$ cat src/rtl/chrono_pkg.sv
// Shared constants for the chronometer display path.
// Digit indices, segment codes and the snapshot bundle.
package chrono_pkg;

    localparam int NUM_DIGITS = 6;

    typedef logic [2:0] idx_t;

    localparam idx_t D_SEC1 = 3'd0;
    localparam idx_t D_SEC10 = 3'd1;
    localparam idx_t D_MIN1 = 3'd2;
    localparam idx_t D_MIN10 = 3'd3;
    localparam idx_t D_HS1 = 3'd4;
    localparam idx_t D_HS10 = 3'd5;

    // Segment order {g,f,e,d,c,b,a}, active-low
    localparam logic [6:0] SEG_0 = 7'b1000000;
    localparam logic [6:0] SEG_1 = 7'b1111001;
    localparam logic [6:0] SEG_2 = 7'b0100100;
    localparam logic [6:0] SEG_3 = 7'b0110000;
    localparam logic [6:0] SEG_4 = 7'b0011001;
    localparam logic [6:0] SEG_5 = 7'b0010010;
    localparam logic [6:0] SEG_6 = 7'b0000010;
    localparam logic [6:0] SEG_7 = 7'b1111000;
    localparam logic [6:0] SEG_8 = 7'b0000000;
    localparam logic [6:0] SEG_9 = 7'b0010000;
    localparam logic [6:0] SEG_OFF = 7'b1111111;

    // Decimal point lit after minutes-ones and hours-ones: HH.MM.SS
    localparam logic [NUM_DIGITS-1:0] DP_MASK = 6'b010100;

    typedef struct packed {
        logic [5:0] hs;
        logic [5:0] min;
        logic [5:0] sec;
    } snap_t;

endpackage

$ cat src/rtl/chrono_display_seg7_decode.sv
// BCD digit to active-low 7-segment pattern.
// Codes 10..15 turn the digit dark.
module seg7_decode
    import chrono_pkg::*;
(
    input  logic [3:0] bcd_i,
    output logic [6:0] seg_o
);

    // Pure lookup, no state
    always_comb begin
        seg_o = SEG_OFF;
        unique case (bcd_i)
            4'd0: seg_o = SEG_0;
            4'd1: seg_o = SEG_1;
            4'd2: seg_o = SEG_2;
            4'd3: seg_o = SEG_3;
            4'd4: seg_o = SEG_4;
            4'd5: seg_o = SEG_5;
            4'd6: seg_o = SEG_6;
            4'd7: seg_o = SEG_7;
            4'd8: seg_o = SEG_8;
            4'd9: seg_o = SEG_9;
            default: seg_o = SEG_OFF;
        endcase
    end

endmodule

$ cat src/rtl/chrono_display.sv
// Six-digit multiplexed HH.MM.SS driver for a common-anode display.
// Inputs are captured once per scan frame to avoid torn frames.
module chrono_display
    import chrono_pkg::*;
#(
    parameter int SCAN_DIV = 50000,
    parameter int CNT_W = 16
) (
    input  logic       clk,
    input  logic       rst,
    input  logic [5:0] sec,
    input  logic [5:0] min,
    input  logic [5:0] hs,
    input  logic       blank,
    output logic [5:0] an,
    output logic [6:0] seg,
    output logic       dp
);

    localparam logic [CNT_W-1:0] PRESC_LAST = CNT_W'(SCAN_DIV - 1);

    logic [CNT_W-1:0] presc_q, presc_d;
    idx_t             idx_q, idx_d;
    snap_t            snap_q, snap_d;
    logic [5:0]       an_q, an_d;
    logic [6:0]       seg_q, seg_d;
    logic             dp_q, dp_d;

    logic [5:0] val;
    logic [3:0] digit;
    logic [6:0] seg_code;
    logic [5:0] onehot;

    // Prescaler, digit index and frame snapshot
    always_comb begin
        presc_d = presc_q + 1'b1;
        idx_d = idx_q;
        snap_d = snap_q;
        if (presc_q == PRESC_LAST) begin
            presc_d = '0;
            if (idx_q == D_HS10) begin
                idx_d = D_SEC1;
                snap_d = '{hs: hs, min: min, sec: sec};
            end else begin
                idx_d = idx_q + 3'd1;
            end
        end
    end

    // Select the field and split it into tens/ones
    always_comb begin
        val = snap_q.sec;
        unique case (idx_q)
            D_SEC1, D_SEC10: val = snap_q.sec;
            D_MIN1, D_MIN10: val = snap_q.min;
            D_HS1, D_HS10:   val = snap_q.hs;
            default:         val = snap_q.sec;
        endcase
        if (idx_q[0]) digit = 4'(val / 6'd10);
        else digit = 4'(val % 6'd10);
    end

    seg7_decode u_dec (
        .bcd_i (digit),
        .seg_o (seg_code)
    );

    // Next output pattern for the current digit, or dark when blanked
    always_comb begin
        onehot = 6'b000001 << idx_q;
        an_d = ~onehot;
        seg_d = seg_code;
        dp_d = ~|(onehot & DP_MASK);
        if (blank) begin
            an_d = '1;
            seg_d = SEG_OFF;
            dp_d = 1'b1;
        end
    end

    // State and registered pin drivers
    always_ff @(posedge clk) begin
        if (rst) begin
            presc_q <= '0;
            idx_q <= D_SEC1;
            snap_q <= '0;
            an_q <= '1;
            seg_q <= SEG_OFF;
            dp_q <= 1'b1;
        end else begin
            presc_q <= presc_d;
            idx_q <= idx_d;
            snap_q <= snap_d;
            an_q <= an_d;
            seg_q <= seg_d;
            dp_q <= dp_d;
        end
    end

    assign an = an_q;
    assign seg = seg_q;
    assign dp = dp_q;

endmodule
$ cat config.mk
export PLATFORM = sky130hd
export DESIGN_NAME = chrono_display
export DESIGN_NICKNAME = d
export VERILOG_FILES = /design/src/rtl/chrono_pkg.sv /design/src/rtl/chrono_display_seg7_decode.sv /design/src/rtl/chrono_display.sv
export SDC_FILE = /design/constraint.sdc
export NUM_CORES = 1
export LEC_CHECK = 0
export CORE_MARGIN = 3
export CORE_UTILIZATION = 47
export CTS_CLUSTER_SIZE = 16
export DETAILED_ROUTE_END_ITERATION = 7
export PLACE_DENSITY = 0.81
export SYNTH_ARGS = -nofsm -noshare
export SYNTH_HDL_FRONTEND = slang
export SYNTH_SLANG_ARGS = --single-unit
export TNS_END_PERCENT = 10
$ cat constraint.sdc
create_clock -name clk -period 5.2 [get_ports clk]
set_clock_uncertainty 0.05 [all_clocks]
set_input_delay 0.52 -clock clk [delete_from_list [all_inputs] [get_ports clk]]
set_output_delay 0.52 -clock clk [all_outputs]
set_load 0.03 [all_outputs]
[Word-level counts from Yosys, hierarchy flattened]
Memories as Yosys holds them, arrays and structs flattened. A register that Yosys moved wholly into a read port is not among the register bits.
Index checks and enable logic that the tools add are counted.
Widths: inputs -> output; s select.
Operators by class
  equal/unequal tests: 5
  divide/modulo/power cells: 2
  add/subtract/negate cells: 2
  reduce and logical (&&, ||, !) cells: 7
  mux-type cells: 3
  bitwise gates (word level): 1
  shift operators: 1
Operator list (count)
  $add 16x1->16 const B: 1
  $eq 16x16->1 const B: 1
  $pmux 6 s2: 1
  $reduce_or 2->1: 5
  $div 6x4->6 const B: 1
  $eq 3x2->1 const B: 2
  $eq 3x3->1 const B: 2
  $mod 6x4->6 const B: 1
  $not 6->6: 1
  $shl 1x3->6 const A: 1
  $mux 4: 1
  $add 3x1->3 const B: 1
  $mux 3: 1
  $reduce_and 2->1: 1
  $logic_not 1->1: 1
Word-level totals
  flip-flop bits (word level): 44
  input bits: 21
  word-level logic and storage cells: 29
  memories kept: 1
  ROM bits: 112
Memories
  (no name shown): depth 16, bits a word 7, read ports 1, clocked after Yosys merged registers in 1, write ports 0, line chrono_display_seg7_decode.sv:13  | unique case (bcd_i)

[Logic depth before layout (Yosys ltp)]
Gate-level depths: netlist of run 1.
  word-level depth: 5
  mapped depth: 18
  gate-level depth less buffers: 16

[Hierarchy]
From an unflattened synthesis of run 1, not the netlist that was laid out.
Second synthesis, totals
  cell total of the unflattened synthesis: 302
  area total of the unflattened synthesis: 2617.5 µm²
Modules (own cells, without submodules)
  chrono_display: sequential area each 1021.0 µm², area each 2407.3 µm², cells an instance 269, instances 1
  seg7_decode: sequential area each 0.0 µm², area each 210.2 µm², cells an instance 33, instances 1

[Worst setup path after synthesis of run 1]
No wires, ideal clock.
  path kind: flip-flop to flip-flop
  start point: register idx_q[0]
  end point: register seg_q[3], in the netlist seg[3]
  stages on the path, launching flop included: 19
  clock period less this slack: 4.156 ns
  data required time: 4.998 ns
  library setup time: 0.152 ns
  setup slack: 1.044 ns
  arrival time: 3.955 ns
  cells stage by stage: dfxtp_1 -> buf_6 -> and2_1 -> ha_1 -> or4b_4 -> and2_1 -> buf_6 -> inv_4 -> ha_1 -> inv_1 -> nand2_1 -> o221ai_2 -> nand2_1 -> ha_1 -> a31o_1 -> a21oi_2 -> o21ai_2 -> a2111oi_2 -> o221ai_1
Between the ends
  word-level cells in the longest chain between the ends: 5
  elaborated cells between the ends (all ways): 10
  those cells by class: div (2); eq/ne (4); mux (2); reduce/logical (2)
RTL lines
  from (decl): line chrono_display.sv:23  | idx_t idx_q, idx_d;
  from (signal assigned): line chrono_display.sv:92  | idx_q <= idx_d;
  $eq 3x3->1 / $eq 3x2->1 (equally long branches): line chrono_display.sv:53  | unique case (idx_q)
  $reduce_or 2->1: line chrono_display.sv:53
  $pmux 6 s2: line chrono_display.sv:53
  $mod 6x4->6 / $div 6x4->6 (equally long branches): line chrono_display.sv:60, chrono_display.sv:59
  $mux 4 (*): line chrono_display.sv:59  | if (idx_q[0]) digit = 4'(val / 6'd10);
  to (decl): line chrono_display.sv:26  | logic [6:0] seg_q, seg_d;
Every way passes the cells marked *; elsewhere a longest branch is shown, timed or not.
A chain may end at the register's enable or synchronous reset.

[Worst setup path after layout of run 1]
Same ends and word-level chain as after synthesis.

==> impl_results.md, run 1 <==
* Ports at 35
* Clk sinks at 51
* Iter 0 DRT Violations at 113
* Pwr dens at 215 nW/um^2
* Capturing point of the worst reg2reg path: seg[3]$_SDFF_PP1_
* Pre-antenna DRT Iters at 4
* Starting Density at 0.491
* Final setup fails at 0
* Internal Power at 0.538 mW
* Final wirelength at 5770 um
* Core area at 5540 um^2
* Hold Violations, Final at 0
* Vias in the first global route at 2102
* Worst setup EP type: flop
* Mapped Nets at 318
* Count leader, synth: dfxtp_1
* Filler cell count at 505
* NumNets Final at 346
* Leakage at 1.06 nW
* Yosys top cell area share at 0.375
* Worst vdd ir at 0.255 mV
* Layout cells sized above 1 at 0.146
* Post-synth EDFFs at 0
* Switching pwr at 0.146 mW
* Dpl cells at 385
* Total die area at 6740 um^2
* PortBufs at 34
* Reg2reg setup slack at 0.39 ns
* Total track usage at 0.182
* Initial antenna violation count at 0
* Syn avg cell area at 9.32 um^2
* Die X at 82.1 um
* Syn Inst Count at 292
* Clk root buf: clkbuf_8
* Finished Layout Cells at 393
* Setup Total Neg Slack at 0 ns
* Distinct cells, synth at 74
* Placer Congestion at 0.984
* DP Wirelength at 4300 um
* Gr ovfl total at 0
* Cts repair resizes at 0
* R2r worst-path depth at 16
* Area Overhead vs Synth at 16.7%
* End of the critical path: seg[3]$_SDFF_PP1_
* Clock power frac at 0.360
* Arr. time, crit path at 4.90 ns
* Vias at 2265
* Worst Hold Class: reg -> reg
* Fin Hold WS at 0.419 ns
* Max-cap violations at 0
* Largest net degree at the start of global routing at 26
* CTS buffer count at 5
* CP Max Fanout at 16
* Status: completed
* Max Slew Vio Count at 0
* Die H at 82.1 um
* Setup Crit Path Kind: reg -> reg
* Critical path origin: idx_q[0]$_SDFFE_PP0N_
* WL/cell at 14.7 um
* Main synth FF type: dfxtp_1
* RSZ-0062 raised after global routing: false
* RR Startpoint: idx_q[0]$_SDFFE_PP0N_
* Row count at 27
* Synth warn at 0
* Most frequent cells after synthesis: 51 x dfxtp_1, 46 x nor2_1, 18 x mux2i_1
* Clock-pin slew on the worst setup and hold paths at 0.09 ns
* Number of diodes at 0
* Postcts setup bufs at 0
* Setup WS pre-CTS at 0.476 ns
* Seq pwr share at 0.582
* Crit path required time at 5.29 ns
* DRC at 0
* Cell area after synthesis at 2720 um^2
* Slew @ Worst Pin at 0.921 ns
* CTS tree: yes
* Worst-skew pair later-pin latency at 0.30 ns
* Antenna viol nets, final at 0
* H-tree Lvls at 2
* Worst slew margin at 0.384
* Vias per std cell at 5.76
* Startpoint class of the critical path: flop
* Async SR Flop Fraction at 0
* Switching share of power at 0.213
* Post-synthesis sequential area ratio at 0.375
* Area leader, netlist: dfxtp_1
* Comb pwr share at 0.058
* Fmax at 208 MHz
* CTS Hold Buffers Added at 0
* Register bit total from synthesis at 51
* Final period utilization at 0.925
* Min Tclk post-route at 4.81 ns
* Final WS setup at 0.392 ns
* Synth area leaders: dfxtp_1 38%, mux2i_1 6.6%, nor2_1 6.3%
* CTS Buffer Depth at 2
* First-pass GRT wire length at 9570 um
-- per-stage QoR --
stage / cell area, um^2 / power (mW) / utilization
final: 3180 / 0.683 / 0.573
after global routing: 3180 / 0.715 / 0.573
after CTS: 3180 / 0.693 / 0.573
after floorplan: 2720 / 0.423 / -
after global placement: 3070 / 0.446 / 0.555
after detailed placement: 3070 / 0.447 / 0.555
-- critical path, cell delays in order, from the launching register on --
cell and delay (ns):
dfxtp_1 0.51, and2_1 0.24, ha_1 0.28, nor3_2 0.42, a221o_1 0.48, clkinv_4 0.15
ha_1 0.27, a21bo_2 0.24, a22oi_1 0.09, o221ai_2 0.27, nand2_1 0.22, ha_1 0.26
a31o_1 0.19, a21oi_2 0.19, o21ai_2 0.12, a2111oi_2 0.47, o221ai_1 0.19
-- cell usage in the layout, fill, tap and decap left out, types with 3 or more instances in the layout --
cell,instances
and3_1,3
a211oi_1,4
clkbuf_8,7
dfxtp_1,51
o211ai_1,4
clkdlybuf4s50_1,34
nand2_1,17
or2_2,4
o21ai_0,6
a22oi_1,3
mux2i_1,18
nand4_1,6
ha_1,5
nor3_1,6
nand3_1,13
inv_1,5
xor2_1,8
nor2_1,46
and2_1,5
a21oi_1,5
xnor2_1,8
-- power groups by stage --
stage / clock, mW / sequential, mW / combinational (mW)
after CTS: 0.255 / 0.398 / 0.0401
after global placement: 0 / 0.407 / 0.0391
final: 0.246 / 0.398 / 0.0396
after floorplan: 0 / 0.413 / 0.0103
after global routing: 0.273 / 0.399 / 0.0431
after detailed placement: 0 / 0.407 / 0.0401
-- area by class of cell --
class                   instances  area, um^2  area share
inverters                       8        37.5      0.0118
clock inverters                 1        7.51     0.00236
repair buffers                 35         348       0.109
well taps                      72        90.1      0.0284
multi-input cells             219        1580       0.496
clock buffers                   7        96.3      0.0303
flip-flops and latches         51        1020       0.321
-- flip-flops by register name, indices dropped and copies added (netlist names) --
signal / cells
presc_q: 16
seg: 7
dp: 1
an: 6
idx_q: 3
snap_q: 18
-- logic make-up after synthesis --
family,count (synthesis),synth area share
simple gates,121,0.234
compound gates,59,0.203
flops,51,0.375
buf+inv,22,0.0478
mux,18,0.0662
xor+xnor,16,0.0515
fa+ha+maj,5,0.0230
-- worst min path at each step --
stage	startpoint	endpoint	slack, ns	cells after the start
2_1_floorplan	presc_q[0]$_SDFF_PP0_	presc_q[0]$_SDFF_PP0_	0.38	1
3_3_place_gp	presc_q[0]$_SDFF_PP0_	presc_q[0]$_SDFF_PP0_	0.39	1
3_5_place_dp	presc_q[0]$_SDFF_PP0_	presc_q[0]$_SDFF_PP0_	0.41	1
4_1_cts	presc_q[0]$_SDFF_PP0_	presc_q[0]$_SDFF_PP0_	0.43	1
5_1_grt	presc_q[0]$_SDFF_PP0_	presc_q[0]$_SDFF_PP0_	0.47	1
6_report	presc_q[0]$_SDFF_PP0_	presc_q[0]$_SDFF_PP0_	0.42	1
-- metal layers --
layer / track usage / up-vias / part of all wire
met1: 0.241 / 1073 / 0.45
li1: - / 1115 / -
met5: 0 / - / 0
met4: 0.0449 / 0 / 0.012
met2: 0.302 / 67 / 0.48
met3: 0.0369 / 10 / 0.053
No activity file was read; power rests on OpenSTA's default activity.
==> inputs of run 2 (changes only) <==
--- a/config.mk
+++ b/config.mk
@@ -9,7 +9,9 @@
 export CORE_UTILIZATION = 47
 export CTS_CLUSTER_SIZE = 16
 export DETAILED_ROUTE_END_ITERATION = 7
+export HOLD_SLACK_MARGIN = 0.15
 export PLACE_DENSITY = 0.81
+export SLEW_MARGIN = 20
 export SYNTH_ARGS = -nofsm -noshare
 export SYNTH_HDL_FRONTEND = slang
 export SYNTH_SLANG_ARGS = --single-unit
==> results of run 2 <==
Final layout, timing and power as in run 1 (identical DEF).
==> inputs of run 3 (changes only) <==
--- a/config.mk
+++ b/config.mk
@@ -10,7 +10,7 @@
 export CTS_CLUSTER_SIZE = 16
 export DETAILED_ROUTE_END_ITERATION = 7
 export HOLD_SLACK_MARGIN = 0.15
-export PLACE_DENSITY = 0.81
+export PLACE_DENSITY_LB_ADDON = 0.2
 export SLEW_MARGIN = 20
 export SYNTH_ARGS = -nofsm -noshare
 export SYNTH_HDL_FRONTEND = slang
==> run 3 against run 2 <==
- via count decreased by 4.2%
- first-iteration DRC count fell by 52%
- critical path depth is 1 lower
- total power rose by 6.7%
- combinational power decreased by 1%
- sequential power is essentially flat
- die area did not move
- flip-flop and latch count stayed put
- largest power group unchanged
==> impl_results.md, run 3 (synthesized netlist as in run 1, its figures left out) <==
* Gr ovfl total at 0
* Total die area at 6740 um^2
* Util after Layout at 0.577
* Sum of buffers and inverters on the critical path at 1
* Leading cell type in the layout, fill and taps excluded: dfxtp_1
* Placed inst area at 3070 um^2
* Max FFs per register at 18
* Ports at 35
* Worst path most repeated cell: ha_1
* Clk root buf: clkbuf_8
* Most flop-heavy register: snap_q
* WL/cell at 14.3 um
* Critical path's top delay family: compound AO/OA/AOI/OAI gates
* Core area at 5540 um^2
* Pre-antenna DRT Iters at 4
* Worst path cell trace: and2_1 -> ha_1 -> nor3_2 -> a221o_1 -> clkinv_4 -> ha_1 -> a22oi_1 -> o221ai_2 -> nand2_1 -> ha_1 -> a31o_1 -> a21oi_2 -> o21ai_2 -> a2111oi_2 -> o221ai_1
* Vias in the first global route at 2027
* DRC at 0
* Leakage at 1.07 nW
* Vias per std cell at 5.52
* Starting Density at 0.491
* Status: completed
* H-tree Lvls at 2
* RSZ-0062 raised after global routing: false
* Filler cell count at 526
* Max Slew Vio Count at 0
* Cells on Worst Hold Path at 1
* NumNets Final at 346
* Met3 GRT Util at 0.0358
* Row count at 27
* Clock-pin slew on the worst setup and hold paths at 0.10 ns
* Postcts setup bufs at 0
* Worst vdd ir at 0.225 mV
* Gr busiest metal: met2
* Cts repair resizes at 0
* PortBufs at 34
* Vias at 2171
* CP Max Fanout at 16
* Worst slew margin at 0.418
* Min Tclk post-route at 4.72 ns
* DP Wirelength at 4070 um
* Sequential Area at 1020 um^2
* Slowest-stage cell, CP: dfxtp_1
* Crit path required time at 5.30 ns
* Die X at 82.1 um
* Slew @ Worst Pin at 0.871 ns
* Startpoint class of the critical path: flop
* Met1 track demand over resource at 0.246
* CTS buffer count at 5
* Antenna viol nets, final at 0
* Pwr dens at 228 nW/um^2
* Max-cap violations at 0
* Most frequent cells in the layout: 51 x dfxtp_1, 46 x nor2_1, 34 x clkdlybuf4s50_1, 18 x mux2i_1, 17 x nand2_1
* Worst setup EP type: flop
* Initial antenna violation count at 0
* Finished Cell Area at 3190 um^2
* Arr. time, crit path at 4.82 ns
* Final setup fails at 0
* Max incr delay on CP at 0.51 ns
* CTS Buffer Depth at 2
* R2r worst-path depth at 15
* Largest net degree at the start of global routing at 26
* Number of diodes at 0
* Setup Crit Path Kind: reg -> reg
* Total track usage at 0.182
* CTS Hold Buffers Added at 0
* Fmax at 212 MHz
* Final wirelength at 5610 um
* Iter 0 DRT Violations at 54
* Hold Violations, Final at 0
* Clk sinks at 51
* First-pass GRT wire length at 9640 um
* Met2 Use GR at 0.294
* Placer Congestion at 0.948
* Worst Hold Class: reg -> reg
* Final period utilization at 0.907
* Area Overhead vs Synth at 17.4%
* CTS tree: yes
* Worst-skew pair later-pin latency at 0.30 ns
* Setup Total Neg Slack at 0 ns
* Die H at 82.1 um
* Layout cells sized above 1 at 0.146
* Levels on crit path at 15
* Multi-input gate area at 1580 um^2
run 3: changes by cell type in the layout (fill, tap and decap cells not counted), sizes merged:
cell / previous run / this run
bufinv: 0 / 1
clkbuf: 7 / 6
clkinvlp: 1 / 0
inv: 6 / 7
run 3: where the power goes:
| part | switching, mW | leakage, nW | internal (mW) | total (mW) |
|---|---|---|---|---|
| logic | 0.0177 | 0.598 | 0.0215 | 0.0392 |
| clock network | 0.134 | 0.0618 | 0.158 | 0.293 |
| registers | 0.00246 | 0.414 | 0.395 | 0.398 |
| total | 0.154 | 1.07 | 0.575 | 0.729 |
run 3: worst register-to-register path, delay by kind of cell (launching register included):
kind                     cells  cell delay (ns)
buffers and inverters        1             0.14
flip-flops                   1             0.51
AO/OA/AOI/OAI                8             2.01
adder cells (fa/ha/maj)      3             0.98
AND/OR/NAND/NOR              3             0.87
run 3: cell type report:
| type | count | area share |
|---|---|---|
| timing repair buffer | 35 | 0.109 |
| sequential | 51 | 0.320 |
| clock buffer | 6 | 0.0259 |
| tap | 72 | 0.0282 |
| clock inverter | 2 | 0.0121 |
| inverter | 8 | 0.0118 |
| multi-input combinational | 219 | 0.494 |
run 3: path summary, 6_finish.rpt:
| path | start | endpoint | slack (ns) |
|---|---|---|---|
| worst min-delay path | presc_q[0]$_SDFF_PP0_ | presc_q[0]$_SDFF_PP0_ | 0.42 |
| worst max-delay path | idx_q[0]$_SDFFE_PP0N_ | seg[3]$_SDFF_PP1_ | 0.48 |
| worst min register to register | presc_q[0]$_SDFF_PP0_ | presc_q[0]$_SDFF_PP0_ | 0.42 |
| worst max register to register | idx_q[0]$_SDFFE_PP0N_ | seg[3]$_SDFF_PP1_ | 0.48 |
run 3: layer usage:
metal,up-vias,share of wire
met5,-,0
met4,0,0.011
met3,6,0.033
met2,41,0.47
met1,1009,0.49
li1,1115,-
run 3: per-stage QoR:
stage	worst slack (ns)	hold slack, ns	std cells	power, mW
after floorplan	1.04	0.380	292	0.423
after global placement	0.640	0.396	385	0.446
after detailed placement	0.539	0.403	385	0.447
after CTS	0.481	0.426	393	0.738
after global routing	0.0796	0.472	393	0.756
final	0.482	0.416	393	0.729
